==> config.mk <==
export PLATFORM = sky130hd
export DESIGN_NAME = piso_frame_tx_flat
export DESIGN_NICKNAME = d
export VERILOG_FILES = /design/src/rtl/piso_frame_tx_if.sv /design/src/rtl/piso_frame_tx.sv /design/src/flat_wrapper.sv
export SDC_FILE = /design/constraint.sdc
export NUM_CORES = 1
export LEC_CHECK = 0
export ABC_AREA = 1
export CAP_MARGIN = 10
export CORE_ASPECT_RATIO = 1.1
export CORE_MARGIN = 8
export CORE_UTILIZATION = 40
export CTS_CLUSTER_SIZE = 25
export DETAILED_ROUTE_END_ITERATION = 8
export GPL_TIMING_DRIVEN = 0
export PLACE_DENSITY = 0.65
export SLEW_MARGIN = 20
export SYNTH_ARGS = -nofsm -noshare
export SYNTH_HDL_FRONTEND = slang
export SYNTH_SLANG_ARGS = --single-unit
==> constraint.sdc <==
create_clock -name clk -period 3.2 [get_ports clk]
set_input_delay 0.8 -clock clk [delete_from_list [all_inputs] [get_ports clk]]
set_output_delay 0.8 -clock clk [all_outputs]
set_load 0.02 [all_outputs]
==> src/rtl/piso_frame_tx_if.sv <==
// Handshake and serial-line bundle for piso_frame_tx.
// The DUT attaches to "slave"; the upstream word source and line observer attach to "master".
interface piso_frame_tx_if #(
    parameter int DATA_W = 4
) ();
    logic [DATA_W-1:0] in_data;
    logic              in_valid;
    logic              in_ready;
    logic              tx_out;
    logic              busy;
    logic              done;

    modport master (
        output in_data,
        output in_valid,
        input  in_ready,
        input  tx_out,
        input  busy,
        input  done
    );

    modport slave (
        input  in_data,
        input  in_valid,
        output in_ready,
        output tx_out,
        output busy,
        output done
    );
endinterface

==> src/rtl/piso_frame_tx.sv <==
// Parallel-in/serial-out frame transmitter: start bit, LSB-first payload, optional even parity, stop bits.
// Defining TX_PARITY_EN inserts an even-parity bit between the payload and the stop bits.
module piso_frame_tx #(
    parameter int DATA_W    = 4,
    parameter int DIV       = 4,
    parameter int STOP_BITS = 1
) (
    input  logic clk,
    input  logic rst_n,
    piso_frame_tx_if.slave bus
);
    localparam int DIV_W = (DIV > 1) ? $clog2(DIV) : 1;
    localparam int BIT_W = (DATA_W > 1) ? $clog2(DATA_W) : 1;
    localparam logic [DIV_W-1:0] DIV_LAST  = DIV_W'(DIV - 1);
    localparam logic [BIT_W-1:0] DATA_LAST = BIT_W'(DATA_W - 1);
    localparam logic [BIT_W-1:0] STOP_LAST = BIT_W'(STOP_BITS - 1);

`ifdef TX_PARITY_EN
    typedef enum logic [2:0] {IDLE, START, DATA, PARITY, STOP} state_t;
`else
    typedef enum logic [1:0] {IDLE, START, DATA, STOP} state_t;
`endif

    state_t            state_reg;
    logic [DIV_W-1:0]  div_cnt_reg;
    logic [BIT_W-1:0]  bit_cnt_reg;
    logic [DATA_W-1:0] shreg_reg;
    logic              tx_reg;
    logic              done_reg;
`ifdef TX_PARITY_EN
    logic              parity_reg;
`endif

    logic              div_last;
    logic [DATA_W-1:0] shreg_next;

    always_comb begin
        div_last   = (div_cnt_reg == DIV_LAST);
        shreg_next = shreg_reg >> 1;
    end

    // bit_cnt doubles as the stop-bit index once the payload is out.
    always_ff @(posedge clk or negedge rst_n) begin
        if (!rst_n) begin
            state_reg   <= IDLE;
            div_cnt_reg <= '0;
            bit_cnt_reg <= '0;
            shreg_reg   <= '0;
            tx_reg      <= 1'b1;
            done_reg    <= 1'b0;
`ifdef TX_PARITY_EN
            parity_reg  <= 1'b0;
`endif
        end else begin
            done_reg <= 1'b0;
            case (state_reg)
                IDLE: begin
                    if (bus.in_valid) begin
                        state_reg   <= START;
                        shreg_reg   <= bus.in_data;
                        tx_reg      <= 1'b0;
                        div_cnt_reg <= '0;
                        bit_cnt_reg <= '0;
`ifdef TX_PARITY_EN
                        parity_reg  <= ^bus.in_data;
`endif
                    end
                end
                START: begin
                    if (div_last) begin
                        div_cnt_reg <= '0;
                        state_reg   <= DATA;
                        tx_reg      <= shreg_reg[0];
                    end else begin
                        div_cnt_reg <= div_cnt_reg + 1'b1;
                    end
                end
                DATA: begin
                    if (div_last) begin
                        div_cnt_reg <= '0;
                        shreg_reg   <= shreg_next;
                        if (bit_cnt_reg == DATA_LAST) begin
                            bit_cnt_reg <= '0;
`ifdef TX_PARITY_EN
                            state_reg   <= PARITY;
                            tx_reg      <= parity_reg;
`else
                            state_reg   <= STOP;
                            tx_reg      <= 1'b1;
`endif
                        end else begin
                            bit_cnt_reg <= bit_cnt_reg + 1'b1;
                            tx_reg      <= shreg_next[0];
                        end
                    end else begin
                        div_cnt_reg <= div_cnt_reg + 1'b1;
                    end
                end
`ifdef TX_PARITY_EN
                PARITY: begin
                    if (div_last) begin
                        div_cnt_reg <= '0;
                        state_reg   <= STOP;
                        tx_reg      <= 1'b1;
                    end else begin
                        div_cnt_reg <= div_cnt_reg + 1'b1;
                    end
                end
`endif
                STOP: begin
                    if (div_last) begin
                        div_cnt_reg <= '0;
                        if (bit_cnt_reg == STOP_LAST) begin
                            bit_cnt_reg <= '0;
                            state_reg   <= IDLE;
                            done_reg    <= 1'b1;
                        end else begin
                            bit_cnt_reg <= bit_cnt_reg + 1'b1;
                        end
                    end else begin
                        div_cnt_reg <= div_cnt_reg + 1'b1;
                    end
                end
                default: begin
                    state_reg <= IDLE;
                    tx_reg    <= 1'b1;
                end
            endcase
        end
    end

    assign bus.in_ready = (state_reg == IDLE);
    assign bus.busy     = (state_reg != IDLE);
    assign bus.tx_out   = tx_reg;
    assign bus.done     = done_reg;
endmodule
==> src/flat_wrapper.sv <==
// flat-port wrapper written by rule: the top's interface ports become plain ports
module piso_frame_tx_flat 
#(
    parameter int DATA_W    = 4,
    parameter int DIV       = 4,
    parameter int STOP_BITS = 1
)
  (clk, rst_n, bus_in_data, bus_in_valid, bus_in_ready, bus_tx_out, bus_busy, bus_done);
  piso_frame_tx_if #(.DATA_W(DATA_W)) bus_i ();
  input  logic clk;
  input  logic rst_n;
  input wire logic [$bits(bus_i.in_data)-1:0] bus_in_data;
  input wire logic [$bits(bus_i.in_valid)-1:0] bus_in_valid;
  output wire logic [$bits(bus_i.in_ready)-1:0] bus_in_ready;
  output wire logic [$bits(bus_i.tx_out)-1:0] bus_tx_out;
  output wire logic [$bits(bus_i.busy)-1:0] bus_busy;
  output wire logic [$bits(bus_i.done)-1:0] bus_done;
  assign bus_i.in_data = bus_in_data;
  assign bus_i.in_valid = bus_in_valid;
  assign bus_in_ready = bus_i.in_ready;
  assign bus_tx_out = bus_i.tx_out;
  assign bus_busy = bus_i.busy;
  assign bus_done = bus_i.done;
  piso_frame_tx #(.DATA_W(DATA_W), .DIV(DIV), .STOP_BITS(STOP_BITS)) u_core (.clk(clk), .rst_n(rst_n), .bus(bus_i));
endmodule
==> results of run 1 <==
-- cell type report --
type / instances / area (sq um)
well taps: 28 / 35.03
plain buffers: 1 / 11.26
repair buffers: 10 / 100.1
inverters: 14 / 57.56
multi-input cells: 68 / 440.4
clock buffers: 4 / 36.28
flip-flops and latches: 12 / 301.5
fillers: 198 / 974.7
-- kinds of logic (layout without fill, tap and decap cells) --
logic type / Yosys count / in the layout
simple gates: 39 / 39
flops: 12 / 12
compound gates: 18 / 18
buf+inv: 15 / 29
fa+ha+maj: 11 / 11
-- Yosys cell counts (all sizes together) --
cell type / instances / share of area [%]
a21boi: 1 / 0.93
dfstp: 1 / 3.2
nand2: 26 / 13
o31ai: 1 / 0.93
o211ai: 1 / 1.5
nand3: 6 / 3.7
or2: 3 / 2.3
ha: 11 / 17
inv: 14 / 7.1
nor2: 4 / 3.1
o21ai: 11 / 8.2
buf: 1 / 1.4
dfrtp: 11 / 34
o21bai: 3 / 2.8
o21a: 1 / 0.93
-- stage by stage --
step           instance area [sq um]  cells  setup WS (ps)  hold WS [ps]
6_report                       982.2    137          552.1         492.1
5_1_grt                        982.2    137          446.2         517.9
4_1_cts                        982.2    137          528.1         496.1
3_5_place_dp                   945.9    133          834.8         480.6
3_3_place_gp                   945.9    133          867.7         465.6
2_1_floorplan                  810.8     95           1304         447.9
-- critical path: cells and delay by family (launching register included) --
kind / cells / cell delay (ps)
DFF: 1 / 420
buffers and inverters: 2 / 800
adders and majority gates: 1 / 350
-- final timing paths --
check | start | endpoint | slack (ps)
worst max-delay path | u_core.state_reg[0] | bus_in_ready | 550
worst min-delay path | u_core.bus.tx_out | u_core.bus.tx_out | 490
worst max register to register | u_core.state_reg[0] | u_core.state_reg[1] | 1710
worst min register to register | u_core.bus.tx_out | u_core.bus.tx_out | 490
max in group asynchronous | rst_n | u_core.bus.tx_out | 1960
min in group asynchronous | rst_n | u_core.shreg_reg[3] | 870
-- metal layers --
| metal | wire [um] | track usage (%) | up-vias |
|---|---|---|---|
| met5 | 0 | 0 | - |
| met4 | 39 | 5.389 | 0 |
| met3 | 58 | 2.840 | 5 |
| met2 | 784 | 16.12 | 9 |
| met1 | 716 | 10.35 | 295 |
| li1 | - | - | 332 |
-- power breakdown --
part	internal (mW)	switching (mW)
Sequential	0.222	0.0462
Clock	0.0693	0.0575
Combinational	0.226	0.332
Total	0.518	0.436
==> flow_metrics.tcl, run 1 <==
set metrics [dict create \
    status "finished, final reports clean" \
    top_level_ports 11 \
    cts_repair_resize_count 0 \
    skew_ps 5.121 \
    drt-vias-per-instance 4.679 \
    avgSynthCellArea_sq_um 8.535 \
    cts_num_sinks 12 \
    crit_chain "inv_1 > ha_1 > clkdlybuf4s50_1" \
    max_cap_violation_count 0 \
    cts_tree "built" \
    clock_pin_slew_reported_for_the_worst_setup_and_hold_paths_after_clock_tree_synthesis_ps 80 \
    netlist_area_sq_um 810.8 \
    max_stage_delay_ps 670 \
    worst_setup_path_start_kind "flop" \
    synthXorXnorAreaFrac_pct 0 \
    synthesis_to_layout_area_growth_pct 21.14 \
    total_power_mw 0.9533 \
    h-tree-depth 1 \
    synth_fa_ha_area_share_pct 16.98 \
    timing.final.crit_share_pct 82.75 \
    p_leak_nw 0.4865 \
    worst_skew_pair.late_latency_ps 280 \
    min_path_cells 2 \
    synth-seq-area-share_pct 37.19 \
    cts-root-buf "sky130_fd_sc_hd__clkbuf_4" \
    fin_nets 128 \
    mostFrequentLayoutCell "sky130_fd_sc_hd__nand2_1" \
    fmax_mhz 377.7 \
    crit_slowest_cell "sky130_fd_sc_hd__clkdlybuf4s50_1" \
    antenna_found_initial 0 \
    rows 17 \
    maximum_number_of_pins_on_one_net_before_global_route_repair 13 \
    final_period_minus_worst_setup_slack_ps 2648 \
    worst_setup_path_end_kind "output port" \
    timing.hold.worst.class "flop to flop" \
    syn_inst 95 \
    cp_arrival_ps 1850 \
    dp.final_hpwl_um 1217 \
    largest_register_ff_count 4 \
    globalRouteTotalUtil_pct 9.628 \
    die-width_um 58.93 \
    drt_pre_antenna_iters 4 \
    ff2ff_path_depth 7 \
    worst-endpoint-required_ps 2400 \
    synth.yosys.warnings 0 \
    timing.critical_path.fanout_max 7 \
    synth-compound-area-share_pct 15.28 \
    path_class "flop to output port" \
    buffers_inserted_during_post_cts_setup_optimization 0 \
    hold_violations 0 \
    synthesis.nets 113 \
    globalRoute.totalOverflow 0 \
    report.final.setup_viol 0 \
    coreArea_sq_mm 0.001957 \
    holdBufCountCts 0 \
    transition_time_of_the_tightest_slew_check_pin_ps 550.7 \
    clockBufferDepth 2 \
    layout_common_cells "sky130_fd_sc_hd__nand2_1 (23), sky130_fd_sc_hd__inv_1 (12), sky130_fd_sc_hd__ha_1 (11), sky130_fd_sc_hd__dfrtp_1 (11), sky130_fd_sc_hd__clkdlybuf4s50_1 (10)" \
    grt_pass1_vias 645 \
    setup-tns-final_ps 0 \
    yosys_register_bits 12 \
    route.antenna.remaining_nets 0 \
    finalCoreUtilization_pct 50.19 \
    max_slew_margin_pct 63.17 \
    post-route-drc-count 0 \
    place.port_buffers 10 \
    fp.dieH_um 63.22 \
    diodes 0 \
    max-vdd-ir-drop_v 0.0004173 \
    total_cts_buffers 3 \
    power-per-cell-area_mw_per_mm2 970.6 \
    route.detailed.wl_per_inst_um 11.66 \
    gp_routability_congestion 0.7712 \
    initial_core_util_pct 41.43 \
    grt_first_pass_wirelength_um 2801 \
    die_area_sq_mm 0.003725 \
    initialDrtViolationCount 10 \
    synthMuxAreaShare_pct 0 \
    grt_setup_unrepaired "false" \
    finalMaxSlewViolations 0 \
    dominant_combinational_cell_family_by_area_after_synthesis "simple AND/OR/NAND/NOR gates" \
    synth_cell_type_count 23 \
    synthSimpleGateAreaFrac_pct 22.07 \
    route.final.wire_length_um 1598 \
    detailroute.via_count 641 \
    drive_above_1_share_pct 14.68 \
]
(Power assumes the default switching activity.)
==> run 2, diff against run 1 <==
clock period = 2.6 ns   (was 3.2 ns; I/O delays follow)
==> flow_metrics.tcl, run 2 (same netlist as run 1, synthesis figures left out) <==
set metrics [dict create \
    globalRouteTotalUtil_pct 9.628 \
    route.final.wire_length_um 1610 \
    ff2ff_path_depth 8 \
    buffers_inserted_during_post_cts_setup_optimization 0 \
    drive_above_1_share_pct 15.60 \
    max_stage_delay_ps 630 \
    max_slew_margin_pct 63.18 \
    timing.critical_path.fanout_max 7 \
    die_area_sq_mm 0.003725 \
    fin_nets 128 \
    rrSetupSlack_ps 1130 \
    initialDrtViolationCount 9 \
    rows 17 \
    worstReg2RegEnd "u_core.state_reg[1]" \
    path_class "flop to output port" \
    cts-root-buf "sky130_fd_sc_hd__clkbuf_4" \
    max-vdd-ir-drop_v 0.0005158 \
    route.detailed.wl_per_inst_um 11.75 \
    coreArea_sq_mm 0.001957 \
    place_ws_ps 384.8 \
    timing.hold.worst.class "flop to flop" \
    total_power_mw 1.181 \
    crit_chain "inv_1 > ha_2 > clkdlybuf4s50_1" \
    report.final.setup_viol 0 \
    final_area_sq_um 984.7 \
    top_level_ports 11 \
    p_leak_nw 0.4851 \
    grt_pass1_vias 645 \
    timing.critical_path.to "bus_in_ready" \
    total_cts_buffers 3 \
    finalCoreUtilization_pct 50.32 \
    crit_slowest_cell "sky130_fd_sc_hd__clkdlybuf4s50_1" \
    drt-vias-per-instance 4.686 \
    launch_point_of_the_worst_path "u_core.state_reg[0]" \
    antenna_found_initial 0 \
    setup-tns-final_ps 0 \
    instances_no_fill 137 \
    cp_num_buf_inv 2 \
    globalRoute.totalOverflow 0 \
    transition_time_of_the_tightest_slew_check_pin_ps 550.6 \
    power-per-cell-area_mw_per_mm2 1200 \
    finalMaxSlewViolations 0 \
    grt_first_pass_wirelength_um 2801 \
    placement.cell_area_sq_um 945.9 \
    max_cap_violation_count 0 \
    hold_violations 0 \
    worst-endpoint-required_ps 1950 \
    drt_pre_antenna_iters 4 \
    final_period_minus_worst_setup_slack_ps 2412 \
    routed-wl-met3_um 81 \
    met2_routed_wl_um 786 \
    cts_num_sinks 12 \
    largest_register_ff_count 4 \
    hold-worst-slack_ps 492.4 \
    detailroute.via_count 642 \
    initial_core_util_pct 41.43 \
    status "finished, final reports clean" \
    die-width_um 58.93 \
    worst_skew_pair.late_latency_ps 280 \
    gp_routability_congestion 0.7712 \
    post-route-drc-count 0 \
    route.antenna.remaining_nets 0 \
    h-tree-depth 1 \
    skew_ps 3.064 \
    fp.dieH_um 63.22 \
    cts_repair_resize_count 0 \
    clock_pin_slew_reported_for_the_worst_setup_and_hold_paths_after_clock_tree_synthesis_ps 80 \
    place.port_buffers 10 \
    dp.final_hpwl_um 1217 \
    cp_arrival_ps 1760 \
    holdBufCountCts 0 \
    cts_tree "built" \
    fillers 198 \
    timing.final.ws_setup_ps 188.4 \
    maximum_number_of_pins_on_one_net_before_global_route_repair 13 \
    timing.final.crit_share_pct 92.75 \
    clockBufferDepth 2 \
    route.layer.met1.wl_um 702 \
    fmax_mhz 414.7 \
    mostFrequentLayoutCell "sky130_fd_sc_hd__nand2_1" \
    highest-signal-layer "met4" \
    worst_setup_path_end_kind "output port" \
    dp_cells 133 \
    crit_cells 3 \
    layout_common_cells "sky130_fd_sc_hd__nand2_1 (23), sky130_fd_sc_hd__inv_1 (12), sky130_fd_sc_hd__dfrtp_1 (11), sky130_fd_sc_hd__ha_1 (10), sky130_fd_sc_hd__clkdlybuf4s50_1 (10)" \
    grt_setup_unrepaired "false" \
    synthesis_to_layout_area_growth_pct 21.45 \
    diodes 0 \
    worst_setup_path_start_kind "flop" \
    dominant_delay_contributor_by_cell_family_on_the_critical_path "buffers and inverters" \
    r2r_start "u_core.state_reg[0]" \
]
-- run 2: cell counts in the layout (fill, tap and decap cells not counted) --
Identical to the previous run, type by type.
-- run 2: final cells by class --
cell class                 count  area, sq um  share of cell area (%)
buffer                         1        11.26                   1.144
clock buffer                   4        36.28                   3.685
inverter                      14        57.56                   5.845
multi-input combinational     68        442.9                   44.98
sequential                    12        301.5                   30.62
tap                           28        35.03                   3.558
timing repair buffer          10        100.1                   10.17
-- run 2: worst min-delay path: cells and delay by family (launching register included) --
kind,cells,cell delay (ps)
flip-flops,1,370
AND/OR/NAND/NOR,1,60
AO/OA/AOI/OAI,1,60
-- run 2: per-layer routing --
metal,track usage [%],vias to the layer above
met3,2.840,5
met1,10.35,293
met5,0,-
met4,5.389,0
li1,-,331
met2,16.12,13
-- run 2: worst min-delay path by stage --
| stage | startpoint | to | cells past startpoint |
|---|---|---|---|
| 3_3_place_gp | u_core.bus.tx_out | u_core.bus.tx_out | 2 |
| 4_1_cts | u_core.bus.tx_out | u_core.bus.tx_out | 2 |
| 3_5_place_dp | u_core.shreg_reg[3] | u_core.shreg_reg[3] | 2 |
| 5_1_grt | u_core.shreg_reg[2] | u_core.shreg_reg[2] | 2 |
| 6_report | u_core.bus.tx_out | u_core.bus.tx_out | 2 |
| 2_1_floorplan | rst_n | u_core.bit_cnt_reg[0] | 0 |
-- run 2: power by group --
group | internal (mW) | switching, mW
sequential | 0.273 | 0.0570
clock | 0.0853 | 0.0720
combinational | 0.284 | 0.410
==> edit (settings of run 2) <==
Encoding of `state_t`: now one-hot (4 bits for 4 states).
--- a/src/rtl/piso_frame_tx.sv
+++ b/src/rtl/piso_frame_tx.sv
@@ -19,5 +19,5 @@
     typedef enum logic [2:0] {IDLE, START, DATA, PARITY, STOP} state_t;
 `else
-    typedef enum logic [1:0] {IDLE, START, DATA, STOP} state_t;
+    typedef enum logic [3:0] {IDLE = 4'b0001, START = 4'b0010, DATA = 4'b0100, STOP = 4'b1000} state_t;
 `endif
 
Function: no difference found for any inputs over 10 cycles, from zero or initial values and one cycle with rst_n low; not proved beyond that.
==> edit against run 2 <==
- hold slack worse by 0.013 ns
- total power is 7.8% higher
- area after synthesis is 14% higher
- setup slack worse by 0.012 ns
- global-route usage is 0.10 points lower
- count of clock-buffer cells in the layout is 1 lower
- design area is 10% higher
- routed wire length is 8.5% higher
- sequential cell count is 2 higher
- fmax is 0.48% lower
- critical endpoint is now bus_busy
- largest power group unchanged
==> edit: results (changes against run 2) <==
run_status:
  outcome: "completed"
grt:
  grt_max_degree: 15  # +2
  use_met3_pct: 2.14  # -0.70 points
  grt_pass1_wl_microns: 2990  # +6.9%
  met1_usage_pct: 11.2  # +0.82 points
  grt_pass1_vias: 740  # +15%
  grt_usage_pct: 9.53  # -0.10 points
clock_tree:
  clock-sinks: 14  # +2
  clk_latency_ns: 0.27
  clk_path_buf_depth: 2  # unchanged
  cts_root_buffer: "clkbuf_4"
place:
  place_congestion: 0.783  # +1.5%
  dp_hpwl_microns: 1380  # +13%
  dp_slack_ns: 0.383  # -0.00152 ns
  port_buffers: 10  # unchanged
  placed_cell_area_sq_um: 1060  # +12%
final_layout:
  n_all_inverters: 16  # +2
  multi_input_area_sq_um: 503  # +14%
  area_growth_pct: 17.6
  multi_input_gates: 88  # +29%
  clkbuf_count: 3  # -1
  drive_gt1_share_pct: 21.4  # +5.8 points
  stdcell_count: 161  # +18%
  seq_share_pct: 32.5  # +1.9 points
  buf_share_pct: 9.46  # -1.9 points
  clk_share_pct: 2.08  # -1.6 points
  num-fill-cells: 238  # +20%
  fin_nets: 144  # +13%
  signal_buffers: 10  # -1
routing:
  wl_per_cell_microns: 10.9  # -7.7%
  via_per_inst: 4.63  # -1.3%
  dr.pass1.iters: 3  # -1
timing:
  whs_ns: 0.480  # -0.0125 ns
  min_period_ns: 2.42  # +0.0117 ns
  skew_ns: 0.000953  # -0.00211 ns
  worstMarginPinSlew_ns: 0.626  # +0.0751 ns
yosys:
  synth_common_cells: "37 x nand2_1, 13 x inv_1, 13 x nand3_1"
  syn_nets: 129  # +14%
  synth_area_leaders: "dfrtp_1 33%, nand2_1 15%, nand3_1 7.1%"
  synth_area_leader_cell: "dfrtp_1"
  synthCells: 118  # +24%
  yosysSeqAreaShare_pct: 38.3  # +1.1 points
power_and_ir_drop:
  ir_worst_vdd_uv: 510  # -1.2%
  p_leak_nw: 0.590  # +22%
floorplan:
  core_area_sq_um: 2210  # +13%
  tap_cells: 30  # +7.1%
critical_path:
  reg2reg_slack_ns: 1.22  # +0.09 ns
edit: cell types whose count changed after synthesis, sizes merged, moves of 3 or more:
cell | run 2 | this run
nand2 | 26 | 46
ha | 11 | 4
nor2 | 4 | 15
o21ai | 11 | 6
nand3 | 6 | 15
o21bai | 3 | 0
or2 | 3 | 0
edit: logic make-up after synthesis:
family	count (synthesis)	share of synthesized area (%)
adder cells (fa/ha/maj)	4	5.43
AND/OR/NAND/NOR	77	45.0
flip-flops	14	38.3
buffers and inverters	16	7.19
AO/OA/AOI/OAI	7	4.07
edit: metal layers:
layer	wire (microns)	part of all wire, %	up-vias
met4	13	0.74	0
met3	34	1.9	2
li1	-	-	396
met1	852	49	341
met2	846	48	6
met5	0	0	-
edit: where the power goes:
group / switching (mW) / internal, mW
registers: 0.0699 / 0.318
clock network: 0.0644 / 0.0536
logic: 0.490 / 0.278
total: 0.624 / 0.649
edit: final timing paths:
check / startpoint / endpoint / cells after the start
setup reg to reg: u_core.state_reg[0]$_DFFE_PN1P_ / u_core.bit_cnt_reg[0]$_DFFE_PN0P_ / 7
max in group asynchronous: rst_n / u_core.shreg_reg[0]$_DFFE_PN0P_ / 1
hold / removal: u_core.div_cnt_reg[1]$_DFFE_PN0P_ / u_core.div_cnt_reg[1]$_DFFE_PN0P_ / 2
setup / recovery: u_core.state_reg[0]$_DFFE_PN1P_ / bus_busy / 4
hold reg to reg: u_core.div_cnt_reg[1]$_DFFE_PN0P_ / u_core.div_cnt_reg[1]$_DFFE_PN0P_ / 2
min in group asynchronous: rst_n / u_core.bus.done$_DFF_PN0_ / 1
edit: critical path, stage by stage (launching register included):
cell and delay, ns:
dfstp_2 0.57, inv_1 0.06, nor2_2 0.12, nand2_2 0.16, clkdlybuf4s50_1 0.59
